[src/rtl/ps2_kbd_tx_if.sv]
// Host-side write/status bundle for the PS/2 device transmitter.
// The master drives bytes and inhibit; the slave (transmitter) reports buffer and line status.
`timescale 1ns/1ps
interface ps2_kbd_tx_if;
  logic       wr_stb;
  logic [7:0] wr_data;
  logic       inhibit;
  logic       full;
  logic       busy;
  logic       overflow;

  modport master (
    output wr_stb, wr_data, inhibit,
    input  full, busy, overflow
  );

  modport slave (
    input  wr_stb, wr_data, inhibit,
    output full, busy, overflow
  );
endinterface

[src/rtl/ps2_kbd_tx.sv]
// PS/2 device-side transmitter: buffers scancode bytes and sends 11-bit odd-parity frames.
// Build option PS2_KBD_TX_FIFO_EN selects a 16-entry FIFO instead of a single holding register.
`timescale 1ns/1ps
module ps2_kbd_tx #(
  parameter int CLK_DIV = 443,
  parameter int GAP_CYC = 886
) (
  input  logic           clk,
  input  logic           reset,
  ps2_kbd_tx_if.slave    bus,
  output logic           ps2_clk,
  output logic           ps2_data
);

  localparam logic [11:0] DIV_LAST = 12'(CLK_DIV - 1);
  localparam logic [11:0] GAP_LAST = (GAP_CYC > 0) ? 12'(GAP_CYC - 1) : 12'd0;
  localparam logic [3:0]  LAST_BIT = 4'd10;

  typedef enum logic [1:0] {
    S_IDLE,
    S_HIGH,
    S_LOW,
    S_GAP
  } state_t;

  state_t      state_q;
  logic [11:0] cnt_q;
  logic [3:0]  bit_q;
  logic [10:0] shift_q;
  logic        ps2_clk_q;
  logic        ps2_data_q;
  logic        busy_q;

  logic        full_q;
  logic        ovf_q;
  logic        wr_acc;
  logic        buf_empty;
  logic [7:0]  buf_head;
  logic        pop;

  assign wr_acc = bus.wr_stb & ~full_q;
  assign pop    = (state_q == S_IDLE) & ~buf_empty & ~bus.inhibit;

  // A write presented while full is lost even if a pop frees a slot that same cycle.
  always_ff @(posedge clk or posedge reset) begin
    if (reset) begin
      ovf_q <= 1'b0;
    end else if (bus.wr_stb && full_q) begin
      ovf_q <= 1'b1;
    end
  end

`ifdef PS2_KBD_TX_FIFO_EN
  logic [7:0] mem [16];
  logic [3:0] wr_ptr_q, wr_ptr_d;
  logic [3:0] rd_ptr_q, rd_ptr_d;
  logic [4:0] count_q, count_d;

  always_comb begin
    wr_ptr_d = wr_ptr_q;
    rd_ptr_d = rd_ptr_q;
    count_d  = count_q;
    if (wr_acc) wr_ptr_d = wr_ptr_q + 4'd1;
    if (pop)    rd_ptr_d = rd_ptr_q + 4'd1;
    case ({wr_acc, pop})
      2'b10:   count_d = count_q + 5'd1;
      2'b01:   count_d = count_q - 5'd1;
      default: count_d = count_q;
    endcase
  end

  always_ff @(posedge clk) begin
    if (wr_acc) mem[wr_ptr_q] <= bus.wr_data;
  end

  always_ff @(posedge clk or posedge reset) begin
    if (reset) begin
      wr_ptr_q <= '0;
      rd_ptr_q <= '0;
      count_q  <= '0;
      full_q   <= 1'b0;
    end else begin
      wr_ptr_q <= wr_ptr_d;
      rd_ptr_q <= rd_ptr_d;
      count_q  <= count_d;
      full_q   <= (count_d == 5'd16);
    end
  end

  assign buf_empty = (count_q == 5'd0);
  assign buf_head  = mem[rd_ptr_q];
`else
  logic [7:0] hold_q, hold_d;
  logic       vld_q, vld_d;

  always_comb begin
    hold_d = hold_q;
    vld_d  = vld_q;
    if (pop) vld_d = 1'b0;
    if (wr_acc) begin
      hold_d = bus.wr_data;
      vld_d  = 1'b1;
    end
  end

  always_ff @(posedge clk or posedge reset) begin
    if (reset) begin
      hold_q <= '0;
      vld_q  <= 1'b0;
      full_q <= 1'b0;
    end else begin
      hold_q <= hold_d;
      vld_q  <= vld_d;
      full_q <= vld_d;
    end
  end

  assign buf_empty = ~vld_q;
  assign buf_head  = hold_q;
`endif

  // Data only ever changes on entry to HIGH, so it is stable across every falling ps2_clk.
  always_ff @(posedge clk or posedge reset) begin
    if (reset) begin
      state_q    <= S_IDLE;
      cnt_q      <= '0;
      bit_q      <= '0;
      shift_q    <= '1;
      ps2_clk_q  <= 1'b1;
      ps2_data_q <= 1'b1;
      busy_q     <= 1'b0;
    end else begin
      case (state_q)
        S_IDLE: begin
          if (pop) begin
            shift_q    <= {1'b1, ~^buf_head, buf_head, 1'b0};
            ps2_data_q <= 1'b0;
            cnt_q      <= '0;
            bit_q      <= '0;
            busy_q     <= 1'b1;
            state_q    <= S_HIGH;
          end
        end
        S_HIGH: begin
          if (cnt_q == DIV_LAST) begin
            cnt_q     <= '0;
            ps2_clk_q <= 1'b0;
            state_q   <= S_LOW;
          end else begin
            cnt_q <= cnt_q + 12'd1;
          end
        end
        S_LOW: begin
          if (cnt_q == DIV_LAST) begin
            cnt_q     <= '0;
            ps2_clk_q <= 1'b1;
            if (bit_q != LAST_BIT) begin
              bit_q      <= bit_q + 4'd1;
              shift_q    <= {1'b1, shift_q[10:1]};
              ps2_data_q <= shift_q[1];
              state_q    <= S_HIGH;
            end else begin
              ps2_data_q <= 1'b1;
              if (GAP_CYC == 0) begin
                busy_q  <= 1'b0;
                state_q <= S_IDLE;
              end else begin
                state_q <= S_GAP;
              end
            end
          end else begin
            cnt_q <= cnt_q + 12'd1;
          end
        end
        S_GAP: begin
          if (cnt_q == GAP_LAST) begin
            cnt_q   <= '0;
            busy_q  <= 1'b0;
            state_q <= S_IDLE;
          end else begin
            cnt_q <= cnt_q + 12'd1;
          end
        end
        default: begin
          state_q    <= S_IDLE;
          ps2_clk_q  <= 1'b1;
          ps2_data_q <= 1'b1;
          busy_q     <= 1'b0;
        end
      endcase
    end
  end

  assign ps2_clk      = ps2_clk_q;
  assign ps2_data     = ps2_data_q;
  assign bus.full     = full_q;
  assign bus.busy     = busy_q;
  assign bus.overflow = ovf_q;

endmodule

[src/flat_wrapper.sv]
// flat-port wrapper written by rule: the top's interface ports become plain ports
module ps2_kbd_tx_flat 
#(
  parameter int CLK_DIV = 443,
  parameter int GAP_CYC = 886
)
  (clk, reset, ps2_clk, ps2_data, bus_wr_stb, bus_wr_data, bus_inhibit, bus_full, bus_busy, bus_overflow);
  ps2_kbd_tx_if bus_i ();
  input  logic clk;
  input  logic reset;
  output logic ps2_clk;
  output logic ps2_data;
  input wire logic [$bits(bus_i.wr_stb)-1:0] bus_wr_stb;
  input wire logic [$bits(bus_i.wr_data)-1:0] bus_wr_data;
  input wire logic [$bits(bus_i.inhibit)-1:0] bus_inhibit;
  output wire logic [$bits(bus_i.full)-1:0] bus_full;
  output wire logic [$bits(bus_i.busy)-1:0] bus_busy;
  output wire logic [$bits(bus_i.overflow)-1:0] bus_overflow;
  assign bus_i.wr_stb = bus_wr_stb;
  assign bus_i.wr_data = bus_wr_data;
  assign bus_i.inhibit = bus_inhibit;
  assign bus_full = bus_i.full;
  assign bus_busy = bus_i.busy;
  assign bus_overflow = bus_i.overflow;
  ps2_kbd_tx #(.CLK_DIV(CLK_DIV), .GAP_CYC(GAP_CYC)) u_core (.clk(clk), .reset(reset), .bus(bus_i), .ps2_clk(ps2_clk), .ps2_data(ps2_data));
endmodule
[config.mk]
export PLATFORM = sky130hd
export DESIGN_NAME = ps2_kbd_tx_flat
export DESIGN_NICKNAME = d
export VERILOG_FILES = /design/src/rtl/ps2_kbd_tx_if.sv /design/src/rtl/ps2_kbd_tx.sv /design/src/flat_wrapper.sv
export SDC_FILE = /design/constraint.sdc
export NUM_CORES = 1
export LEC_CHECK = 0
export ABC_AREA = 1
export BUFFER_PORTS_ARGS = -buffer_cell sky130_fd_sc_hd__buf_2
export CAP_MARGIN = 20
export CORE_ASPECT_RATIO = 1.1
export CORE_MARGIN = 5
export CORE_UTILIZATION = 60
export DETAILED_ROUTE_END_ITERATION = 6
export PLACE_DENSITY = 0.76
export SLEW_MARGIN = 30
export SYNTH_ARGS = -nofsm -noshare
export SYNTH_HDL_FRONTEND = slang
export SYNTH_SLANG_ARGS = --single-unit
[constraint.sdc]
create_clock -name clk -period 2.2 [get_ports clk]
set_input_delay 0.11 -clock clk [delete_from_list [all_inputs] [get_ports clk]]
set_output_delay 0.11 -clock clk [all_outputs]
set_load 0.05 [all_outputs]
# Word level (Yosys, flattened, before mapping)
# Cells that the tools add are included.
[op_classes] bitwise_logic=5 n_reduce_logical=13 n_mul=0 eq_ne=11 n_div=0 shifts=0 muxes=29 add_sub_neg=2 magnitude_cmp=0
[op_table] op="12-bit two-way mux" count=3
[op_table] op="12-bit one-hot mux with 3 select lines" count=1
[op_table] op="11-bit two-way mux" count=3
[op_table] op="11-bit one-hot mux with 2 select lines" count=1
[op_table] op="12-bit by 1-bit adder with 12-bit output (second input constant)" count=1
[op_table] op="12-bit by 10-bit equality test with 1-bit output (second input constant)" count=1
[op_table] op="12-bit by 9-bit equality test with 1-bit output (second input constant)" count=1
[op_table] op="4-bit two-way mux" count=3
[op_table] op="2-bit two-way mux" count=5
[op_table] op="2-bit by 1-bit inequality test with 1-bit output (second input constant)" count=5
[op_table] op="3-bit AND reduction" count=3
[op_table] op="1-bit two-way mux" count=8
[op_table] op="2-bit one-hot mux with 4 select lines" count=1
[op_table] op="4-bit one-hot mux with 2 select lines" count=1
[op_table] op="4-bit AND reduction" count=2
[op_table] op="2-bit nonzero test" count=4
[op_table] op="8-bit XNOR reduction" count=1
[op_table] op="1-bit one-hot mux with 2 select lines" count=3
[op_table] op="4-bit by 1-bit adder with 4-bit output (second input constant)" count=1
[op_table] op="2-bit equality test (second input constant)" count=2
[op_table] op="4-bit inequality test (second input constant)" count=1
[op_table] op="1-bit AND" count=3
[op_table] op="2-bit by 1-bit equality test with 1-bit output (second input constant)" count=1
[op_table] op="2-bit zero test" count=1
[op_table] op="other kinds (3)" count=4
[word_totals] mem_bits_ro=0 ff_bits=42 n_memories=0 output_inout_bits=5 latchBits=0 word_cells=70 inputBits=12 mem_bits_rw=0

# Longest topological paths before layout
# Gate-level depths: netlist of the first run.
[logic_depth] depth_word=5 mapped_depth=10 ltp_nobuf=10

# Worst setup path after synthesis of the first run
# No wires, ideal clock.
[synth_timing] path_type="reg-to-reg" from="register u_core.state_q[1]" to="register u_core.bit_q[3]" required_time_ns=2.082 stages_incl_launch_ff=11 setup_slack_ns=0.618 t_arrival_ns=1.464 setup_time_ns=0.118 cell_sequence="dfrtp_1 > inv_1 > ha_1 > inv_1 > nor2_1 > nand2_1 > o21ai_2 > nand3_4 > buf_6 > nand2_1 > o21ai_2"
[synth_via] elab_chain_cells=5 word_cells_on_any_way=10 classes_between="eq/ne (4); mux (1); bitwise (2); reduce/logical (3)"
[synth_rtl] item="start, declared" line_no="ps2_kbd_tx.sv:26" source="state_t state_q;"
[synth_rtl] item="start signal, assigned" line_no="ps2_kbd_tx.sv:125" source="state_q <= S_IDLE;"
[synth_rtl] item="start signal, assigned" line_no="ps2_kbd_tx.sv:141" source="state_q <= S_HIGH;"
[synth_rtl] item="start signal, assigned" line_no="ps2_kbd_tx.sv:148" source="state_q <= S_LOW;"
[synth_rtl] item="2-bit zero test" line_no="ps2_kbd_tx.sv:42, ps2_kbd_tx.sv:133"
[synth_rtl] item="1-bit AND (2 in a row)" line_no="ps2_kbd_tx.sv:42" source="assign pop = (state_q == S_IDLE) & ~buf_empty & ~bus.inhibit;"
[synth_rtl] item="2-bit by 1-bit inequality test with 1-bit output (no source line)"
[synth_rtl] item="4-bit AND reduction (no source line)"
[synth_rtl] item="end signal, assigned" line_no="ps2_kbd_tx.sv:158" source="bit_q <= bit_q + 4'd1;"
[synth_rtl] item="end, declared" line_no="ps2_kbd_tx.sv:28" source="logic [3:0] bit_q;"
# Several ways; a longest one is shown, not always the timed one.
# A chain may end at the register's enable or synchronous reset.

# Worst setup path after layout of the first run
[layout_timing] from="register u_core.state_q[1]" to="register u_core.cnt_q[11]"
[layout_via] elab_chain_cells=4 word_cells_on_any_way=9 classes_between="eq/ne (4); mux (1); bitwise (2); reduce/logical (2)"
[layout_rtl] item="2-bit zero test" line_no="ps2_kbd_tx.sv:42, ps2_kbd_tx.sv:133"
[layout_rtl] item="1-bit AND (2 in a row)" line_no="ps2_kbd_tx.sv:42"
[layout_rtl] item="2-bit by 1-bit inequality test with 1-bit output (no source line)"
[layout_rtl] item="end signal, assigned" line_no="ps2_kbd_tx.sv:150" source="cnt_q <= cnt_q + 12'd1;"
[layout_rtl] item="end signal, assigned" line_no="ps2_kbd_tx.sv:172" source="cnt_q <= cnt_q + 12'd1;"
[layout_rtl] item="end signal, assigned" line_no="ps2_kbd_tx.sv:181" source="cnt_q <= cnt_q + 12'd1;"
[layout_rtl] item="end, declared" line_no="ps2_kbd_tx.sv:27" source="logic [11:0] cnt_q;"
# Several ways; a longest one is shown, not always the timed one.

==> impl_summary.log, run 1 <==
[metrics] cell types with the highest counts after synthesis: 85 x sky130_fd_sc_hd__nand2_1, 41 x sky130_fd_sc_hd__nor2_1, 39 x sky130_fd_sc_hd__inv_1, 29 x sky130_fd_sc_hd__dfrtp_1, 27 x sky130_fd_sc_hd__nand3_1
[metrics] Worst Path Max Fanout: 12
[metrics] arrival time of data at the critical path endpoint: roughly 2.0 ns
[metrics] core utilization of the finished layout: 0.674
[metrics] final count of hold timing violations: 0
[metrics] TritonCTS clock tree: built
[metrics] combinational fraction of design power: 0.479
[metrics] Max Freq: between 0.5 and 0.6 GHz
[metrics] status: complete, no violations
[metrics] Hold Crit Depth: 2
[metrics] global-route usage over all layers: 0.207
[metrics] placeable core region: between 3000 and 4000 um2
[metrics] total instance count after detailed placement: between 300 and 400
[metrics] clock-pin slew on the worst setup and hold paths: 0.08 ns
[metrics] fraction of layout instances using a drive strength above 1: 0.183
[metrics] synthesis-to-finish area growth: 9.32%
[metrics] Fill cells: roughly 360
[metrics] Place WS: 0.374 ns
[metrics] number of distinct library cell variants in the gate-level netlist after synthesis: 24
[metrics] net switching component of the power: about 1.6 mW
[metrics] largest area contributor in the netlist: sky130_fd_sc_hd__dfrtp_1
[metrics] via count of the first global-routing pass: ~2100
[metrics] number of synthesis warnings: 0
[metrics] # nets final: between 300 and 400
[metrics] DP Wirelength: around 3500 um
[metrics] gp weighted congestion: about 0.78
[metrics] Initial Utilization: 0.616
[metrics] total number of placement rows: 24
[metrics] DRT Wirelength: roughly 5000 um
[metrics] skew final: between 0.003 and 0.004 ns
[metrics] internal power: 1.91 mW
[metrics] worst endpoint required time: approximately 2.4 ns
[metrics] first-pass GRT wire length: just over 9000 um
[metrics] post-synthesis instance area: about 2400 um2
[metrics] sequential area share after synthesis: 0.415
[metrics] PwrDens: ~1300 nW/um2
[metrics] number of enable-type register cells in the synthesized netlist: 0
[metrics] number of detailed-routing iterations run before antenna repair: 4
[metrics] number of nets produced by synthesis: about 350
[metrics] final non-filler cell area: roughly 2700 um2
[metrics] initial antenna violation count: 0
[metrics] Peak supply drop: roughly 0.00075 V
[metrics] total I/O pin count: 17
[metrics] post-route non-filler standard cell count: 396
[metrics] Slew @ Worst Pin: 0.504 ns
[metrics] Port Buffers: 16
[metrics] die span in y: a little under 80 um
[metrics] Final period util: 0.835
[metrics] clock share of power: 0.168
[metrics] setup tns final: 0 ns
[metrics] Seq cells post-synth: 40
[metrics] Worst Setup End Kind: flop
[metrics] largest buffer count on any clock path: 2
[metrics] instance area at placement: 2550 um2
[metrics] Max-Slew Margin vs Limit: 0.663
[metrics] H-tree levels: 2
[metrics] Worst Setup Path Type: reg2reg
[metrics] Synth Area per Inst: 7.54 um2
[metrics] count of max-cap constraint violations: 0
[metrics] Sw Ratio: 0.457
[metrics] minimum period implied by the final worst setup slack: roughly 1.8 ns
[metrics] Min-Delay Path Class: in2reg
[metrics] CTS root buffer: sky130_fd_sc_hd__clkbuf_8
[metrics] asr flop ratio synth: 1.00
[metrics] setup slack of the critical path after layout: roughly 0.36 ns
[metrics] chip width: between 70 and 80 um
[metrics] Reg2Reg Depth: 9
[metrics] main area contributors after synthesis: sky130_fd_sc_hd__dfrtp_1 30%, sky130_fd_sc_hd__nand2_1 13%, sky130_fd_sc_hd__dfstp_2 12%, sky130_fd_sc_hd__nor2_1 6.3%, sky130_fd_sc_hd__inv_1 6.0%
[metrics] remaining number of nets flagged by the antenna check after routing: 0
[metrics] startpoint class of the critical path: flop
[metrics] final setup violation count: 0
[metrics] sinks on the clock net: 40
[metrics] number of max-slew violations in the final report: 0
[metrics] pin count of the biggest net entering global routing: 41
[metrics] count leader, synth: sky130_fd_sc_hd__nand2_1
[metrics] detail-routed net length per standard cell: 12.6 um
[metrics] overflow left after global routing: 0
[metrics] drt via density: 5.14
[metrics] # diodes: 0
[metrics] clock network latency to the later pin of the worst-skew pair: between 0.2 and 0.3 ns
[metrics] DIE AREA: 5450 um2
[metrics] register share of total power: 0.353
[metrics] number of vias after detailed routing: roughly 2000
[metrics] number of DRC violations after detailed-routing iteration 0: 170
[metrics] cell count after synthesis: approximately 320
[metrics] CTS buffer count: 5
[metrics] reported leakage power: between 1 and 1.5 nW
[metrics] unrepaired setup endpoints after global routing: no
[metrics] DRC violations left: 0
[metrics] fraction of post-synthesis cell area in the top cell type by area: 0.297
[metrics] commonest register cell after synthesis: sky130_fd_sc_hd__dfrtp_1
-- kinds of logic after synthesis --
family                   after synthesis  share of synthesized area
flip-flops                            40                      0.415
AO/OA/AOI/OAI                         44                      0.110
AND/OR/NAND/NOR                      172                      0.303
XOR/XNOR                              10                     0.0359
buffers and inverters                 48                     0.0850
adder cells (fa/ha/maj)               10                     0.0512
-- metal layers --
metal / GRT usage / up-vias / routed length, um
met3: 0.0301 / 8 / 160
met1: 0.244 / 938 / 2040
li1: - / 1055 / -
met4: 0.0883 / 0 / 95
met2: 0.371 / 33 / 2690
met5: 0 / - / 0
-- cell usage in the layout (no fill, tap or decap) --
master and n:
sky130_fd_sc_hd__a21o_1 1, sky130_fd_sc_hd__a21oi_1 16, sky130_fd_sc_hd__buf_2 16, sky130_fd_sc_hd__buf_4 3
sky130_fd_sc_hd__bufinv_16 1, sky130_fd_sc_hd__clkbuf_1 1, sky130_fd_sc_hd__clkbuf_8 5, sky130_fd_sc_hd__clkinv_2 1
sky130_fd_sc_hd__dfrtp_1 29, sky130_fd_sc_hd__dfstp_2 11, sky130_fd_sc_hd__dlygate4sd3_1 1, sky130_fd_sc_hd__ha_1 10
sky130_fd_sc_hd__inv_1 39, sky130_fd_sc_hd__inv_2 1, sky130_fd_sc_hd__nand2_1 85, sky130_fd_sc_hd__nand2_2 10
sky130_fd_sc_hd__nand3_1 27, sky130_fd_sc_hd__nand3_4 1, sky130_fd_sc_hd__nand4_1 5, sky130_fd_sc_hd__nor2_1 41
sky130_fd_sc_hd__nor3b_1 1, sky130_fd_sc_hd__o21ai_0 12, sky130_fd_sc_hd__o21ai_1 3, sky130_fd_sc_hd__o21ai_2 12
sky130_fd_sc_hd__or2_2 2, sky130_fd_sc_hd__xnor2_1 4, sky130_fd_sc_hd__xor2_1 6
-- timing repair --
action	CTS	global route
resized for setup	0	0
hold buffers	1	0
endpoints found under the hold margin	29	0
setup buffers	0	0
-- area by class of cell --
class	count	area [um2]	share of cell area
Tap cell	52	65.1	0.0244
Clock inverter	2	35.0	0.0131
Inverter	40	150	0.0562
Clock buffer	6	72.6	0.0272
Timing Repair Buffer	20	113	0.0422
Sequential cell	40	1010	0.380
Multi-Input combinational cell	236	1220	0.457
-- registers in the layout, summed over array words and instances (netlist names) --
register / flops
u_core.buf_head: 8
u_core.ps2_data: 1
u_core.bus.overflow: 1
u_core.bus.busy: 1
u_core.state_q: 2
u_core.shift_q: 9
u_core.bit_q: 4
u_core.bus.full: 1
u_core.ps2_clk: 1
u_core.cnt_q: 12
-- worst paths after layout --
check	start	endpoint	slack [ns]
min	bus_wr_stb	u_core.bus.overflow	0.04
max in group asynchronous	reset	u_core.ps2_clk	1.34
min reg2reg	u_core.bus.overflow	u_core.bus.overflow	0.47
max reg2reg	u_core.state_q[1]	u_core.cnt_q[11]	0.36
max	u_core.state_q[1]	u_core.cnt_q[11]	0.36
min in group asynchronous	reset	u_core.bus.overflow	0.49
-- stage by stage --
step                      power, mW  hold slack [ns]
after floorplan                2.63            0.231
after global placement         2.85            0.254
after detailed placement       2.93            0.266
after CTS                      3.56           0.0353
after global routing           3.85           0.0367
final                          3.52           0.0363
-- power by group through the flow --
stage | sequential [mW] | combinational, mW | clock [mW]
after floorplan | 1.30 | 1.32 | 0
after global placement | 1.24 | 1.61 | 0
after detailed placement | 1.26 | 1.67 | 0
after CTS | 1.24 | 1.70 | 0.607
after global routing | 1.28 | 1.92 | 0.647
final | 1.24 | 1.69 | 0.593
-- worst max-delay path, cell delays in order (launching register included) --
cell	delay (ns)
sky130_fd_sc_hd__dfrtp_1	0.42
sky130_fd_sc_hd__inv_1	0.14
sky130_fd_sc_hd__ha_1	0.23
sky130_fd_sc_hd__inv_1	0.07
sky130_fd_sc_hd__nor2_1	0.12
sky130_fd_sc_hd__nand2_1	0.09
sky130_fd_sc_hd__nand2_1	0.34
sky130_fd_sc_hd__inv_1	0.18
sky130_fd_sc_hd__nand2_1	0.10
sky130_fd_sc_hd__nand2_1	0.05
(Power assumes the default switching activity.)
==> inputs of run 2 (changes only) <==
--- a/config.mk
+++ b/config.mk
@@ -10,9 +10,9 @@
 export CAP_MARGIN = 20
 export CORE_ASPECT_RATIO = 1.1
 export CORE_MARGIN = 5
-export CORE_UTILIZATION = 60
+export CORE_UTILIZATION = 54
 export DETAILED_ROUTE_END_ITERATION = 6
-export PLACE_DENSITY = 0.76
+export PLACE_DENSITY = 0.72
 export SLEW_MARGIN = 30
 export SYNTH_ARGS = -nofsm -noshare
 export SYNTH_HDL_FRONTEND = slang
==> constraint.sdc (replaced) <==
create_clock -name clk -period 1.62 [get_ports clk]
set_input_delay 0.081 -clock clk [delete_from_list [all_inputs] [get_ports clk]]
set_output_delay 0.081 -clock clk [all_outputs]
set_load 0.05 [all_outputs]
==> run 2 against run 1 <==
  * Fmax up 19%
  * Utilization down 1.2 points
  * Register-to-register slack worse by 0.29 ns
  * Design area up 7.7%
  * Critical path type unchanged
  * Largest power group unchanged
==> impl_summary.log, run 2 (synthesized netlist as in run 1, its figures left out) <==
[metrics] status: complete, no violations (unchanged)
[metrics] count of max-cap constraint violations: 0 (unchanged)
[metrics] origin of the worst setup path: u_core.state_q[1] (unchanged)
[metrics] unrepaired setup endpoints after global routing: yes (was no)
[metrics] max incr delay on CP: 0.43 ns (was 0.42 ns)
[metrics] arrival time of data at the critical path endpoint: 1.73 ns (was 2.02 ns)
[metrics] skew final: 0.00914 ns (was 0.00356 ns)
[metrics] worst endpoint required time: 1.80 ns (was 2.39 ns)
[metrics] net switching component of the power: 2.27 mW (was 1.61 mW)
[metrics] gp weighted congestion: 0.806 (was 0.784)
[metrics] number of vias after detailed routing: 2081 (was 2034)
[metrics] Hold Crit Depth: 2 (unchanged)
[metrics] total number of placement rows: 25 (was 24)
[metrics] # nets final: 382 (was 365)
[metrics] Port Buffers: 16 (unchanged)
[metrics] total instance count after detailed placement: 400 (was 387)
[metrics] overflow left after global routing: 0 (unchanged)
[metrics] Max-Slew Margin vs Limit: 0.667 (was 0.663)
[metrics] startpoint class of the critical path: flop (unchanged)
[metrics] number of max-slew violations in the final report: 0 (unchanged)
[metrics] H-tree levels: 2 (unchanged)
[metrics] combinational fraction of design power: 0.541 (was 0.479)
[metrics] reported leakage power: 1.44 nW (was 1.35 nW)
[metrics] minimum period implied by the final worst setup slack: 1.55 ns (was 1.84 ns)
[metrics] total power consumption of the routed design: 5.13 mW (was 3.52 mW)
[metrics] endpoint of the worst-slack reg-to-reg timing path: u_core.bit_q[1] (was u_core.cnt_q[11])
[metrics] Peak supply drop: 0.00100 V (was 0.000754 V)
[metrics] Max Freq: 0.646 GHz (was 0.544 GHz)
[metrics] PwrDens: 1790 nW/um2 (was 1320 nW/um2)
[metrics] drt via density: 5.01 (was 5.14)
[metrics] Worst Path Max Fanout: 6 (was 12)
[metrics] Worst Setup End Kind: flop (unchanged)
[metrics] Final period util: 0.956 (was 0.835)
[metrics] Sw Ratio: 0.443 (was 0.457)
[metrics] total I/O pin count: 17 (unchanged)
[metrics] endpoint of the worst setup timing path: u_core.bit_q[1] (was u_core.cnt_q[11])
[metrics] DIE AREA: 5970 um2 (was 5450 um2)
[metrics] Slew @ Worst Pin: 0.498 ns (was 0.504 ns)
[metrics] sinks on the clock net: 40 (unchanged)
[metrics] Initial Utilization: 0.562 (was 0.616)
[metrics] DRC violations left: 0 (unchanged)
[metrics] pin count of the biggest net entering global routing: 41 (unchanged)
[metrics] fraction of layout instances using a drive strength above 1: 0.255 (was 0.183)
[metrics] Reg with most FFs: u_core.cnt_q (unchanged)
[metrics] first-pass GRT wire length: 8660 um (was 9110 um)
[metrics] die span in y: 80.5 um (was 76.9 um)
[metrics] internal power: 2.86 mW (was 1.91 mW)
[metrics] flip-flop count of the largest register, all copies and words added: 12 (unchanged)
[metrics] post-route non-filler standard cell count: 415 (was 396)
[metrics] commonest non-fill, non-tap cells in the layout: 83 x sky130_fd_sc_hd__nand2_1, 38 x sky130_fd_sc_hd__nor2_1, 35 x sky130_fd_sc_hd__inv_1 (was 85 x sky130_fd_sc_hd__nand2_1, 41 x sky130_fd_sc_hd__nor2_1, 39 x sky130_fd_sc_hd__inv_1)
[metrics] # diodes: 0 (unchanged)
[metrics] placeable core region: 4350 um2 (was 3960 um2)
[metrics] largest buffer count on any clock path: 2 (unchanged)
[metrics] number of detailed-routing iterations run before antenna repair: 4 (unchanged)
[metrics] CTS root buffer: sky130_fd_sc_hd__clkbuf_8 (unchanged)
[metrics] global-route usage over all layers: 0.186 (was 0.207)
[metrics] Worst R2R Start: u_core.state_q[1] (unchanged)
[metrics] chip width: 74.1 um (was 70.8 um)
[metrics] via count of the first global-routing pass: 1973 (was 2093)
[metrics] worst slack on hold paths: 0.0299 ns (was 0.0363 ns)
[metrics] register share of total power: 0.325 (was 0.353)
[metrics] commonest non-fill, non-tap cell in the layout: sky130_fd_sc_hd__nand2_1 (unchanged)
[metrics] r2r setup slk: 0.07 ns (was 0.36 ns)
[metrics] detail-routed net length per standard cell: 12.2 um (was 12.6 um)
[metrics] clock network latency to the later pin of the worst-skew pair: 0.29 ns (about the same)
[metrics] initial antenna violation count: 0 (unchanged)
[metrics] number of DRC violations after detailed-routing iteration 0: 117 (was 170)
[metrics] remaining number of nets flagged by the antenna check after routing: 0 (unchanged)
[metrics] min-delay src: bus_wr_stb (unchanged)
[metrics] synthesis-to-finish area growth: 17.7% (was 9.32%)
[metrics] Reg2Reg Depth: 10 (was 9)
[metrics] final non-filler cell area: 2880 um2 (was 2670 um2)
[metrics] clock share of power: 0.134 (was 0.168)
[metrics] DRT Wirelength: 5070 um (was 4990 um)
[metrics] final setup violation count: 0 (unchanged)
[metrics] final count of hold timing violations: 0 (unchanged)
[metrics] Worst Setup Path Type: reg2reg (unchanged)
[metrics] Fill cells: 384 (was 359)
[metrics] CTS buffer count: 5 (unchanged)
[metrics] Slowest-stage cell, CP: sky130_fd_sc_hd__dfrtp_1 (unchanged)
[metrics] critical-path cell list: inv_2, ha_4, inv_1, nor2_2, nand2_2, o21ai_4, nand3_4, buf_12, nand2_1, o21ai_2 (was inv_1, ha_1, inv_1, nor2_1, nand2_1, nand2_1, inv_1, nand2_1, nand2_1)
[metrics] DP Wirelength: 3560 um (was 3520 um)
[metrics] clock-pin slew on the worst setup and hold paths: 0.08 ns (about the same)
[metrics] TritonCTS clock tree: built (unchanged)
[metrics] instance area at placement: 2660 um2 (was 2550 um2)
[metrics] Min-Delay Path Class: in2reg (unchanged)
==> run 2: cell count changes in the layout (fill, tap and decap cells not counted), sizes merged <==
cell | before | now
clkinv | 1 | 0
bufinv | 1 | 0
clkbuf | 6 | 9
buf | 19 | 35
==> run 2: area by class of cell <==
cell class / count / area [um2] / area share
clock buffer: 8 / 90.1 / 0.0313
multi-input combinational: 236 / 1270 / 0.442
inverter: 40 / 150 / 0.0522
sequential: 40 / 1010 / 0.353
timing repair buffer: 37 / 283 / 0.0983
tap: 54 / 67.6 / 0.0235
==> run 2: per-layer routing <==
layer / up-vias / part of all wire / track usage
met5: - / 0 / 0
met4: 0 / 0.014 / 0.0598
met3: 9 / 0.038 / 0.0350
met2: 41 / 0.50 / 0.326
met1: 939 / 0.45 / 0.226
li1: 1092 / - / -
==> run 2: worst min-delay path by stage <==
| stage | endpoint | slack, ns |
|---|---|---|
| 6_report | u_core.bus.overflow | 0.03 |
| 5_1_grt | u_core.buf_head[3] | 0.03 |
| 4_1_cts | u_core.bus.overflow | 0.03 |
| 3_5_place_dp | u_core.bit_q[3] | 0.23 |
| 3_3_place_gp | u_core.bit_q[3] | 0.23 |
| 2_1_floorplan | u_core.bus.overflow | 0.20 |
==> run 2: per-stage QoR <==
step | util | setup TNS [ns] | worst slack (ns)
after floorplan | - | 0 | 0.0381
after global placement | 0.612 | 0 | 0.0261
after detailed placement | 0.612 | 0 | 0.0111
after CTS | 0.635 | -0.00554 | -0.00554
after global routing | 0.661 | -0.116 | -0.0345
final | 0.661 | 0 | 0.0710
==> run 2: power groups by stage <==
stage               registers, mW  clock network, mW  logic [mW]
floorplan                    1.77                  0        1.79
global placement             1.66                  0        2.50
detailed placement           1.67                  0        2.54
CTS                          1.66              0.700        2.56
global route                 1.72              0.742        3.11
finish                       1.67              0.690        2.78
==> run 2: critical path: cells and delay by family, from the launching register on <==
kind	cells	cell delay, ns
DFF	1	0.43
and+or+nand+nor	4	0.43
buffers and inverters	3	0.31
AOI/OAI and AO/OA	2	0.14
adders and majority gates	1	0.13
==> run 2: what timing repair did <==
action / CTS / global route
hold buffers: 1 / 0
cloned: 0 / 1
resized for setup: 0 / 17
pin swaps: 0 / 6
hold endpoints to repair: 29 / 0
buffers inserted: 0 / 5
endpoints found under the setup margin: 1 / 29
